File: src/rtl/cmd_arb_pkg.sv
// Shared types and constants for the cmd_proc port arbiter.
package cmd_arb_pkg;

    // Arbiter FSM states.
    typedef enum logic [1:0] {IDLE, GRANT, EXEC, RESP} state_e;

    // Identity of the requester holding (or last holding) the grant.
    typedef enum logic {HOST, TOUR} owner_e;

    // Host response bytes: command finished while no tour is running / while a tour is busy.
    localparam logic [7:0] RESP_DONE = 8'hA5;
    localparam logic [7:0] RESP_BUSY = 8'h5A;

    // Width of the EXEC watchdog counter.
    localparam int unsigned TMO_W = 26;

endpackage

File: src/rtl/cmd_arbiter_wdog.sv
// EXEC-phase watchdog for cmd_arbiter: clears while idle, counts enabled cycles,
// and flags expiry on the cycle the count reaches TMO_CYC-1.
import cmd_arb_pkg::*;

module cmd_wdog #(
    parameter logic [TMO_W-1:0] TMO_CYC = 26'd50_000_000
) (
    input  logic clk,
    input  logic rst_n,
    input  logic clr,
    input  logic en,
    output logic expire
);

    logic [TMO_W-1:0] cnt_q;
    logic [TMO_W-1:0] cnt_d;

    // Next count: clear has priority, otherwise advance while enabled.
    always_comb begin
        cnt_d = cnt_q;
        if (clr) begin
            cnt_d = '0;
        end else if (en) begin
            cnt_d = cnt_q + 1'b1;
        end
    end

    // Counter register.
    always_ff @(posedge clk or negedge rst_n) begin
        if (!rst_n) begin
            cnt_q <= '0;
        end else begin
            cnt_q <= cnt_d;
        end
    end

    assign expire = en && (cnt_q == (TMO_CYC - 1'b1));

endmodule

File: src/rtl/cmd_arbiter.sv
// cmd_arbiter: shares the cmd_proc command port between the host (UART_wrapper)
// and the tour move sequencer with round-robin arbitration on ties.
// Optional EXEC watchdog enabled by defining CMD_ARB_TIMEOUT_EN.
import cmd_arb_pkg::*;

module cmd_arbiter #(
    parameter logic [TMO_W-1:0] TMO_CYC = 26'd50_000_000
) (
    input  logic        clk,
    input  logic        rst_n,
    input  logic [15:0] host_cmd,
    input  logic        host_cmd_rdy,
    output logic        host_clr,
    input  logic [15:0] tour_cmd,
    input  logic        tour_cmd_rdy,
    output logic        tour_clr,
    input  logic        tour_active,
    output logic [15:0] cmd,
    output logic        cmd_rdy,
    input  logic        clr_cmd_rdy,
    input  logic        send_resp,
    output logic [7:0]  resp,
    output logic        host_send,
    output logic        tour_done,
    output logic        owner_host,
    output logic        tmo_err
);

    state_e      state_q, state_d;
    owner_e      owner_q, owner_d;
    owner_e      last_owner_q, last_owner_d;
    logic [15:0] cmd_q, cmd_d;
    logic        owner_rdy;
    logic [15:0] owner_cmd;
    logic        wdog_expire;

`ifdef CMD_ARB_TIMEOUT_EN
    cmd_wdog #(
        .TMO_CYC (TMO_CYC)
    ) u_wdog (
        .clk    (clk),
        .rst_n  (rst_n),
        .clr    (state_q != EXEC),
        .en     (state_q == EXEC),
        .expire (wdog_expire)
    );
`else
    logic unused_tmo;
    assign unused_tmo  = ^TMO_CYC;
    assign wdog_expire = 1'b0;
`endif

    // Next-state logic and all outputs; the owner's clr passes straight through in GRANT.
    always_comb begin
        state_d      = state_q;
        owner_d      = owner_q;
        last_owner_d = last_owner_q;
        cmd_d        = cmd_q;
        cmd          = cmd_q;
        cmd_rdy      = 1'b0;
        host_clr     = 1'b0;
        tour_clr     = 1'b0;
        host_send    = 1'b0;
        tour_done    = 1'b0;
        tmo_err      = 1'b0;
        resp         = RESP_DONE;
        owner_rdy    = (owner_q == HOST) ? host_cmd_rdy : tour_cmd_rdy;
        owner_cmd    = (owner_q == HOST) ? host_cmd : tour_cmd;

        case (state_q)
            IDLE: begin
                if (host_cmd_rdy || tour_cmd_rdy) begin
                    if (host_cmd_rdy && tour_cmd_rdy) begin
                        owner_d = (last_owner_q == TOUR) ? HOST : TOUR;
                    end else if (host_cmd_rdy) begin
                        owner_d = HOST;
                    end else begin
                        owner_d = TOUR;
                    end
                    last_owner_d = owner_d;
                    state_d      = GRANT;
                end
            end
            GRANT: begin
                cmd   = owner_cmd;
                cmd_d = owner_cmd;
                if (!owner_rdy) begin
                    state_d = IDLE;
                end else begin
                    cmd_rdy = 1'b1;
                    if (clr_cmd_rdy) begin
                        host_clr = (owner_q == HOST);
                        tour_clr = (owner_q == TOUR);
                        state_d  = EXEC;
                    end
                end
            end
            EXEC: begin
                if (send_resp) begin
                    state_d = RESP;
                end else if (wdog_expire) begin
                    tmo_err = 1'b1;
                    state_d = IDLE;
                end
            end
            RESP: begin
                if (owner_q == HOST) begin
                    host_send = 1'b1;
                    resp      = tour_active ? RESP_BUSY : RESP_DONE;
                end else begin
                    tour_done = 1'b1;
                end
                state_d = IDLE;
            end
            default: state_d = IDLE;
        endcase
    end

    // State, ownership and held-command registers.
    always_ff @(posedge clk or negedge rst_n) begin
        if (!rst_n) begin
            state_q      <= IDLE;
            owner_q      <= TOUR;
            last_owner_q <= TOUR;
            cmd_q        <= '0;
        end else begin
            state_q      <= state_d;
            owner_q      <= owner_d;
            last_owner_q <= last_owner_d;
            cmd_q        <= cmd_d;
        end
    end

    assign owner_host = (state_q != IDLE) && (owner_q == HOST);

endmodule

File: config.mk
export PLATFORM = sky130hd
export DESIGN_NAME = cmd_arbiter
export DESIGN_NICKNAME = d
export VERILOG_FILES = /design/src/rtl/cmd_arb_pkg.sv /design/src/rtl/cmd_arbiter_wdog.sv /design/src/rtl/cmd_arbiter.sv
export SDC_FILE = /design/constraint.sdc
export NUM_CORES = 1
export LEC_CHECK = 0
export ABC_AREA = 1
export BUFFER_PORTS_ARGS = -buffer_cell sky130_fd_sc_hd__buf_2
export CAP_MARGIN = 20
export CORE_ASPECT_RATIO = 0.9
export CORE_MARGIN = 1.5
export CORE_UTILIZATION = 42
export DETAILED_ROUTE_END_ITERATION = 8
export GPL_TIMING_DRIVEN = 1
export PLACE_DENSITY = 0.8
export SLEW_MARGIN = 0
export SYNTH_ARGS = -nofsm -noshare
export SYNTH_HDL_FRONTEND = slang
export SYNTH_SLANG_ARGS = --single-unit
export TNS_END_PERCENT = 20
File: constraint.sdc
create_clock -name clk -period 1.4 [get_ports clk]
set_input_delay 0.14 -clock clk [delete_from_list [all_inputs] [get_ports clk]]
set_output_delay 0.14 -clock clk [all_outputs]
set_load 0.005 [all_outputs]
## Word-level counts from Yosys, hierarchy flattened

Index checks and enable logic that the tools add are counted.

- Register bits after elaboration: 19
- Bits of input ports: 39

- Eq/ne operators: 6
- Mux-type cells: 25
- Bitwise gates (word level): 1
- Reduce and logical (&&, ||, !) cells: 7

Operator list:

| operator | count |
|---|---|
| $mux W16 | 2 |
| $mux W8 | 3 |
| $mux W1 | 15 |
| $mux W2 | 4 |
| $pmux W2 S4 | 1 |
| $eq A2 B2 Y1 const B | 2 |
| $ne A2 B2 Y1 const B | 2 |
| $ne A3 B3 Y1 const B | 1 |
| $reduce_and A3 Y1 | 1 |
| $eq A2 B1 Y1 const B | 1 |
| $logic_and A1 B1 Y1 | 2 |
| $logic_not A2 Y1 | 1 |
| $reduce_and A2 Y1 | 1 |
| $reduce_bool A2 Y1 | 1 |
| $logic_or A1 B1 Y1 | 1 |
| $not A1 Y1 | 1 |

## Depth between registers and ports, before layout

Gate-level depths: netlist of the first run.

- Depth in word-level cells: 4
- Depth in mapped cells: 6
- Gate-level depth less buffers: 6

## Worst setup path before layout of the first run

No wires, ideal clock.

- Kind: register to output
- From: reg, netlist name last_owner_q
- To: out resp[3]
- Data arrival time: 1.081 ns
- Path slack: 0.179 ns
- Stages on the path, launching flop included: 6
- Cells stage by stage: dfstp_2 buf_6 nor2_1 nand2_1 inv_1 buf_4

RTL lines:

| what | RTL line | RTL |
|---|---|---|
| to (decl) | cmd_arbiter.sv:22 | `output logic [7:0] resp,` |

==> flow_metrics.tcl, run 1 <==
set metrics [dict create \
    grt_max_degree 20 \
    rrSetupSlack_ns 0.15 \
    timing.rr.start "last_owner_q" \
    die_h_um 51.3 \
    cts_tree "yes" \
    grt_overflow 0 \
    hold-worst-slack_ns 0.0819 \
    drt-total-wl_um 2630 \
    finalHoldViolations 0 \
    cts_root_buffer "clkbuf_4" \
    critPathMaxFanout 19 \
    cts_buffers 3 \
    synthesis.nets 170 \
    drive_above_1_share_pct 62.3 \
    regArea_um2 477 \
    io_pins 70 \
    finalSetupViolations 30 \
    grt.total_usage_pct 17.9 \
    avgRoutedWirePerCell_um 11.6 \
    first_pass_iters 4 \
    first_global_vias 957 \
    outcome "finished with violations" \
    cts_buffer_depth 2 \
    r2r-end "cmd_q[6]" \
    drt_iter0_markers 40 \
    multi_input_area_um2 538 \
    critical-path-max-stage-delay_ns 0.65 \
    num_rows 17 \
    rsz0062_at_grt "yes" \
    synth.distinct_cells 17 \
    violations "negative setup slack" \
    final_util_pct 63.0 \
    timing.fmax_mhz 629 \
    period_share_pct 114 \
    critPathKind "reg -> out" \
    nets 239 \
    end_kind "primary output" \
    skew_ns 0.00655 \
    layout-area-overhead-vs-synth_pct 41.5 \
    pre_cts_ws_ns 0.0819 \
    synth.avg_cell_area_um2 8.31 \
    leakage_nw 0.770 \
    drv_slew 0 \
    die_w_um 56.7 \
    powerDensity_nw_per_um2 2300 \
    ir_drop_v 0.00130 \
    dieArea_um2 2910 \
    place_congestion 0.878 \
    tns_ns -4.26 \
    hold_path_class "in -> reg" \
    cpMaxStageDelayCell "dfstp_2" \
    yosys_warnings 0 \
    ant_nets 0 \
    htreeDepth 1 \
    worstPathArrival_ns 1.45 \
    fillers 208 \
    insertion_delay_ns 0.30 \
    reg2reg_depth 4 \
    clk_pin_slew_ns 0.09 \
    final_area_um2 1540 \
    fin_crit_ns 1.59 \
    worstPathRequired_ns 1.26 \
    cp-endpoint "cmd[14]" \
    ys_seq_elements 19 \
    grt_pass1_wl_um 3950 \
    core_area_um2 2450 \
    start_kind "register" \
    clock-sinks 19 \
    ys_seq_area_share_pct 43.8 \
    synthesis.area_um2 1090 \
    maxCapViolations 0 \
    n_antenna_cell 0 \
    hpwl_um 1930 \
    place_area_um2 1390 \
    fin_ws_ns -0.191 \
    crit_start "last_owner_q" \
    remaining_drc_errors 0 \
    antenna_found_initial 0 \
    cp_common_cell "a21oi_2" \
    vias 1085 \
    worstPathCellList "inv_6 -> a21oi_2 -> a21oi_2 -> buf_2" \
    vias_per_cell 4.78 \
    start_util_pct 44.5 \
    netlist_instances 131 \
    portBuffers 68 \
]
## registers in the layout (all words and copies together) (netlist names), named ones only
name,count
cmd_q,16
state_q,1
last_owner_q,1
## what timing repair did
item                                    CTS  global route
pin swaps                                 1             2
hold buffers                              1             0
endpoints found under the setup margin   28            29
gates resized for setup                  10            18
hold endpoints to repair                 18             0
setup buffers                             0             2
## cell usage after synthesis, drive strengths merged
| cell type | count | area share (%) |
|---|---|---|
| a21oi | 34 | 21 |
| nand2 | 29 | 10 |
| nor2 | 21 | 7.2 |
| dfrtp | 18 | 41 |
| buf | 13 | 11 |
| inv | 8 | 2.8 |
| nand3 | 4 | 1.8 |
| nor3 | 2 | 1.4 |
| conb | 1 | 0.34 |
| dfstp | 1 | 2.4 |
## routing by layer
| layer | vias up | share of wire [%] | wire [µm] | GRT usage (%) |
|---|---|---|---|---|
| met5 | - | 0 | 0 | 0 |
| met4 | 0 | 2.1 | 54 | 10.3 |
| met2 | 38 | 50 | 1330 | 30.2 |
| met1 | 493 | 41 | 1080 | 20.7 |
| met3 | 4 | 6.2 | 164 | 4.30 |
| li1 | 550 | - | - | - |
## final cells by class
| class | count | area share, % |
|---|---|---|
| multi-input cells | 91 | 34.9 |
| flip-flops and latches | 19 | 31.0 |
| repair buffers | 77 | 27.6 |
| inverters | 8 | 2.44 |
| well taps | 28 | 2.27 |
| clock buffers | 3 | 1.46 |
| clock inverters | 1 | 0.325 |
## placed cells by master, fill, tap and decap left out, drive strengths merged
cell         netlist  final
a21oi             34     34
buf               13     76
dfrtp             18     18
clkbuf             0      3
dlygate4sd3        0      1
clkinv             0      1
dfstp              1      1
inv                8      8
nand3              4      4
conb               1      1
nand2             29     29
nor3               2      2
nor2              21     21
## power by group
group	switching [mW]	total, mW	internal (mW)
Sequential	0.134	0.980	0.845
Combinational	1.30	2.30	1.00
Clock	0.162	0.269	0.107
## through the flow
stage	instances	total power, mW
after floorplan	131	2.36
after global placement	220	2.93
after detailed placement	220	2.97
after CTS	225	3.36
after global routing	227	3.84
final	227	3.55
## cells by family after synthesis
logic type / count (synthesis) / synth area share (%)
simple gates: 56 / 20.7
buf+inv: 21 / 13.7
flops: 19 / 43.8
compound gates: 34 / 21.5
other cells: 1 / 0.344
## worst min path at each step
stage | start | to | cells after the start
finish | tour_cmd_rdy | last_owner_q | 3
global route | tour_cmd[7] | cmd_q[7] | 3
CTS | tour_cmd_rdy | last_owner_q | 3
detailed placement | rst_n | cmd_q[1] | 1
global placement | rst_n | cmd_q[1] | 1
floorplan | rst_n | async pin | 0
## critical path: cells and delay by family (launching register included)
family          cells  cell delay [ns]
compound gates      2             0.24
buf+inv             2             0.26
flops               1             0.65
(Power assumes the default switching activity.)
==> inputs of run 2 (changes only) <==
==> constraint.sdc (replaced) <==
create_clock -name clk -period 1.4 [get_ports clk]
set_input_delay 0.14 -clock clk [delete_from_list [all_inputs] [get_ports clk]]
set_output_delay 0.14 -clock clk [all_outputs]
set_load 0.05 [all_outputs]
==> run 2 against run 1 <==
- largest cell class is now non-clock buffers
- worst hold slack improved by 0.0026 ns
- sequential share of layout area fell by 5.6 points
- global-route usage rose by 4.0 points
- critical path depth rose by 1
- non-clock buffer count rose by 4
- the flow still finishes with violations (negative setup slack)
- count of clock-buffer cells in the layout rose by 1
- worst setup slack got worse by 0.11 ns
- fmax fell by 6.4%
- critical endpoint is now cmd[5]
- sequential cell count did not move
==> flow_metrics.tcl, run 2 (synthesized netlist as in run 1, its figures left out) <==
set metrics [dict create \
    die_h_um 51.3 \
    grt.total_usage_pct 21.9 \
    finalSetupViolations 29 \
    cts_buffer_depth 2 \
    layout_common_cells "buf_2, buf_6, a21oi_2, nand2_1" \
    num_rows 17 \
    outcome "finished with violations" \
    fin_crit_ns 1.70 \
    clock-sinks 19 \
    violations "negative setup slack" \
    regArea_um2 477 \
    worstPathRequired_ns 1.26 \
    drt-total-wl_um 3190 \
    grt_pass1_wl_um 4930 \
    critPathBufInv 3 \
    skew_ns 0.00382 \
    place_congestion 0.714 \
    drt_iter0_markers 12 \
    vias_per_cell 4.98 \
    cts_root_buffer "clkbuf_4" \
    cpLargestDelayFamily "flip-flops" \
    cts_buffers 3 \
    fillers 157 \
    cts_tree "yes" \
    grt_use_met1_pct 23.9 \
    critical-path-max-stage-delay_ns 0.61 \
    critPathKind "reg -> out" \
    io_pins 70 \
    pre_cts_ws_ns -0.106 \
    layout-area-overhead-vs-synth_pct 73.0 \
    vias 1150 \
    remaining_drc_errors 0 \
    reg.largest.list "cmd_q x16, last_owner_q x1, state_q x1" \
    portBuffers 68 \
    insertion_delay_ns 0.29 \
    fin_ws_ns -0.298 \
    end_kind "primary output" \
    timing.fmax_mhz 589 \
    grt_use_met3_pct 2.78 \
    antenna_found_initial 0 \
    rsz0062_at_grt "yes" \
    multi_input_area_um2 602 \
    top_register "cmd_q" \
    grt_overflow 0 \
    start_kind "register" \
    layout_commonest_cell "buf_2" \
    n_antenna_cell 0 \
    first_global_vias 1148 \
    clk_pin_slew_ns 0.11 \
    grt_max_degree 20 \
    ant_nets 0 \
    dieArea_um2 2910 \
    critPathMaxFanout 7 \
    hold_path_class "in -> reg" \
    die_w_um 56.7 \
    cp_common_cell "buf_12" \
    first_pass_iters 4 \
    busiest_layer "met2" \
    grtUsageMet2_pct 42.4 \
    finalHoldViolations 0 \
    core_area_um2 2450 \
    htreeDepth 1 \
    avgRoutedWirePerCell_um 13.8 \
    drv_slew 0 \
    maxCapViolations 0 \
    drive_above_1_share_pct 65.0 \
    worstPathCellList "buf_12 -> buf_12 -> nand2_1 -> a21oi_2 -> buf_6" \
    period_share_pct 121 \
    largest_register_ffs 16 \
    cpMaxStageDelayCell "dfstp_2" \
    nets 243 \
    worstPathArrival_ns 1.56 \
    start_util_pct 44.5 \
    hpwl_um 2140 \
]
-- run 2: changes by cell type in the layout (fill, tap and decap cells not counted), moves of 2 or more --
cell     before  now
a21oi_1       1    4
a21oi_2      33   27
a21oi_4       0    3
buf_12        0    3
buf_2        68   38
buf_6         4   29
buf_8         0    5
nand2_1      24   20
nand2_4       0    2
nor2_1       21   18
nor2_2        0    2
-- run 2: cell type report --
| class | count | area share (%) |
|---|---|---|
| Tap cell | 28 | 1.86 |
| Inverter | 8 | 2.33 |
| Sequential cell | 19 | 25.3 |
| Multi-Input combinational cell | 91 | 32.0 |
| Timing Repair Buffer | 81 | 37.1 |
| Clock buffer | 4 | 1.40 |
-- run 2: metrics by stage --
step	area, µm²	setup TNS, ns	util (%)	hold slack [ns]	instances
final	1880	-6.21	77.0	0.0845	231
after floorplan	1180	-4.29	-	-0.156	131
after CTS	1810	-5.97	74.2	0.0839	230
after global placement	1490	-0.0926	60.8	0.0972	220
after detailed placement	1490	-0.684	60.8	0.103	220
after global routing	1880	-8.01	77.0	0.0805	231
-- run 2: worst reg2reg max path: stages, from the launching register on --
cell	delay [ns]
dfstp_2	0.61
buf_12	0.14
inv_8	0.08
a21oi_1	0.17
a21oi_2	0.09
buf_4	0.13
-- run 2: worst paths after layout --
| kind | startpoint | endpoint | slack [ns] | depth (start not counted) |
|---|---|---|---|---|
| max | last_owner_q | cmd[5] | -0.30 | 5 |
| min | tour_cmd_rdy | last_owner_q | 0.08 | 3 |
| max reg2reg | last_owner_q | cmd_q[1] | 0.10 | 5 |
| min reg2reg | cmd_q[12] | cmd_q[12] | 0.57 | 2 |
| max in group asynchronous | rst_n | last_owner_q | 0.75 | 2 |
| min in group asynchronous | rst_n | state_q[0] | 0.31 | 2 |
-- run 2: timing repair --
item,CTS,global route
gates resized for setup,76,15
setup endpoints to repair,30,30
hold buffers,1,0
setup buffers,5,1
hold endpoints to repair,18,0
pin swaps,14,4
-- run 2: layer usage --
| metal | vias up | routed length (µm) |
|---|---|---|
| li1 | 558 | - |
| met1 | 550 | 1240 |
| met2 | 36 | 1780 |
| met3 | 6 | 107 |
| met4 | 0 | 61 |
| met5 | - | 0 |
Power of run 2 is not shown: default switching activity piles up to over one toggle a cycle in this logic, so the estimate is an artifact.
==> inputs of run 3 (changes only) <==
--- a/config.mk
+++ b/config.mk
@@ -8,10 +8,10 @@
 export ABC_AREA = 1
 export BUFFER_PORTS_ARGS = -buffer_cell sky130_fd_sc_hd__buf_2
 export CAP_MARGIN = 20
-export CORE_ASPECT_RATIO = 0.9
 export CORE_MARGIN = 1.5
 export CORE_UTILIZATION = 42
 export DETAILED_ROUTE_END_ITERATION = 8
+export GPL_ROUTABILITY_DRIVEN = 0
 export GPL_TIMING_DRIVEN = 1
 export PLACE_DENSITY = 0.8
 export SLEW_MARGIN = 0
==> run 3 against run 2 <==
- the flow still finishes with violations (negative setup slack)
- die area hardly changed
- worst setup slack better by 0.027 ns
- count of clock-buffer cells in the layout stayed put
- final cell count is 0.43% lower
- core utilization is 5.8 points lower
- non-clock buffer count is 3 lower
- clock skew is 0.0033 ns higher
- worst hold slack better by 0.0046 ns
- sequential share of layout area is 2.0 points higher
- cell area is 7.2% lower
- fmax is 1.6% higher
- largest cell class unchanged
==> flow_metrics.tcl, run 3 (synthesized netlist as in run 1, its figures left out) <==
set metrics [dict create \
    hold_path_class "in -> reg" \
    io_pins 70 \
    skew_ns 0.00716 \
    ant_nets 0 \
    die_h_um 53.9 \
    first_pass_iters 4 \
    reg2reg_depth 4 \
    met2_length_um 1760 \
    drv_slew 0 \
    cts_root_buffer "clkbuf_4" \
    core_area_um2 2450 \
    final_util_pct 71.2 \
    timing.rr.start "last_owner_q" \
    avgRoutedWirePerCell_um 13.5 \
    vias_per_cell 5.08 \
    cts_tree "yes" \
    top_register "cmd_q" \
    start_util_pct 44.3 \
    largest_register_ffs 16 \
    wl_met1_um 1120 \
    antenna_found_initial 0 \
    critPathKind "reg -> out" \
    finalSetupViolations 30 \
    worstPathRequired_ns 1.26 \
    outcome "finished with violations" \
    insertion_delay_ns 0.29 \
    rsz0062_at_grt "yes" \
    remaining_drc_errors 0 \
    dieArea_um2 2910 \
    cts_buffer_depth 2 \
    min_from "tour_cmd_rdy" \
    die_w_um 53.9 \
    finalHoldViolations 0 \
    grt_overflow 0 \
    start_kind "register" \
    period_share_pct 119 \
    n_antenna_cell 0 \
    portBuffers 68 \
    layout_commonest_cell "buf_2" \
    clk_pin_slew_ns 0.10 \
    num_rows 18 \
    tns_ns -6.52 \
    critPathMaxFanout 19 \
    layout_common_cells "buf_2, a21oi_2, buf_6, nand2_1, nor2_1" \
    end_kind "primary output" \
    maxCapViolations 0 \
    clock-sinks 19 \
    cts_buffers 3 \
    drive_above_1_share_pct 63.5 \
    hold_end "last_owner_q" \
    vias 1168 \
    hpwl_um 2200 \
    violations "negative setup slack" \
    r2r-end "cmd_q[0]" \
    htreeDepth 1 \
    drt_iter0_markers 14 \
    fillers 179 \
    reg.largest.list "cmd_q x16, last_owner_q x1, state_q x1" \
    wl_met3_um 167 \
    grt_pass1_wl_um 4820 \
    layout-area-overhead-vs-synth_pct 60.5 \
    grt_max_degree 20 \
    nets 240 \
    first_global_vias 1221 \
    fin_crit_ns 1.67 \
    timing.fmax_mhz 598 \
    dr.max_layer_used "met4" \
    grt.total_usage_pct 22.8 \
    rrSetupSlack_ns 0.13 \
    hold_depth 3 \
    worstPathArrival_ns 1.53 \
    fin_ws_ns -0.272 \
    drt-total-wl_um 3110 \
]
## run 3: cell count changes in the layout (fill, tap and decap cells not counted), sizes merged
cell and delta:
buf -3
## run 3: layout make-up
cell class              count  area [µm²]  share of cell area (%)
multi-input cells          91         566                    32.4
repair buffers             78         602                    34.5
flip-flops and latches     19         477                    27.3
clock buffers               4        26.3                    1.50
well taps                  30        37.5                    2.15
inverters                   8        38.8                    2.22
## run 3: timing repair
| action | 4_1_cts | 5_1_grt |
|---|---|---|
| endpoints found under the hold margin | 18 | 0 |
| gates cloned | 0 | 0 |
| endpoints found under the setup margin | 30 | 30 |
| hold buffers | 1 | 0 |
| pin swaps | 2 | 6 |
| buffers inserted | 2 | 0 |
| gates resized for setup | 60 | 14 |
## run 3: how the worst max path moves through the flow
stage / startpoint / endpoint / slack (ns) / depth (start not counted)
finish: last_owner_q / cmd[4] / -0.27 / 4
global route: last_owner_q / cmd[4] / -0.33 / 4
CTS: last_owner_q / cmd[14] / -0.26 / 4
detailed placement: last_owner_q / cmd_rdy / -0.08 / 4
global placement: last_owner_q / cmd_rdy / -0.03 / 4
floorplan: state_q[0] / resp[3] / -0.24 / 5
## run 3: through the flow
stage | hold slack (ns) | instance area [µm²] | setup WS (ns) | cells
2_1_floorplan | -0.156 | 1180 | -0.239 | 131
3_3_place_gp | 0.0954 | 1470 | -0.0308 | 223
3_5_place_dp | 0.107 | 1470 | -0.0764 | 223
4_1_cts | 0.0705 | 1700 | -0.262 | 230
5_1_grt | 0.0679 | 1750 | -0.330 | 230
6_report | 0.0891 | 1750 | -0.272 | 230
## run 3: critical path: stages (launching register included)
cell and delay [ns]:
dfstp_2 0.65, inv_4 0.15, a21oi_1 0.19, a21oi_2 0.09
buf_6 0.16
## run 3: metal layers
layer	up-vias	GRT usage, %
li1	553	-
met1	555	22.6
met2	52	44.5
met3	8	3.06
met4	0	12.8
met5	-	0
Power of run 3 is left out for the same reason.
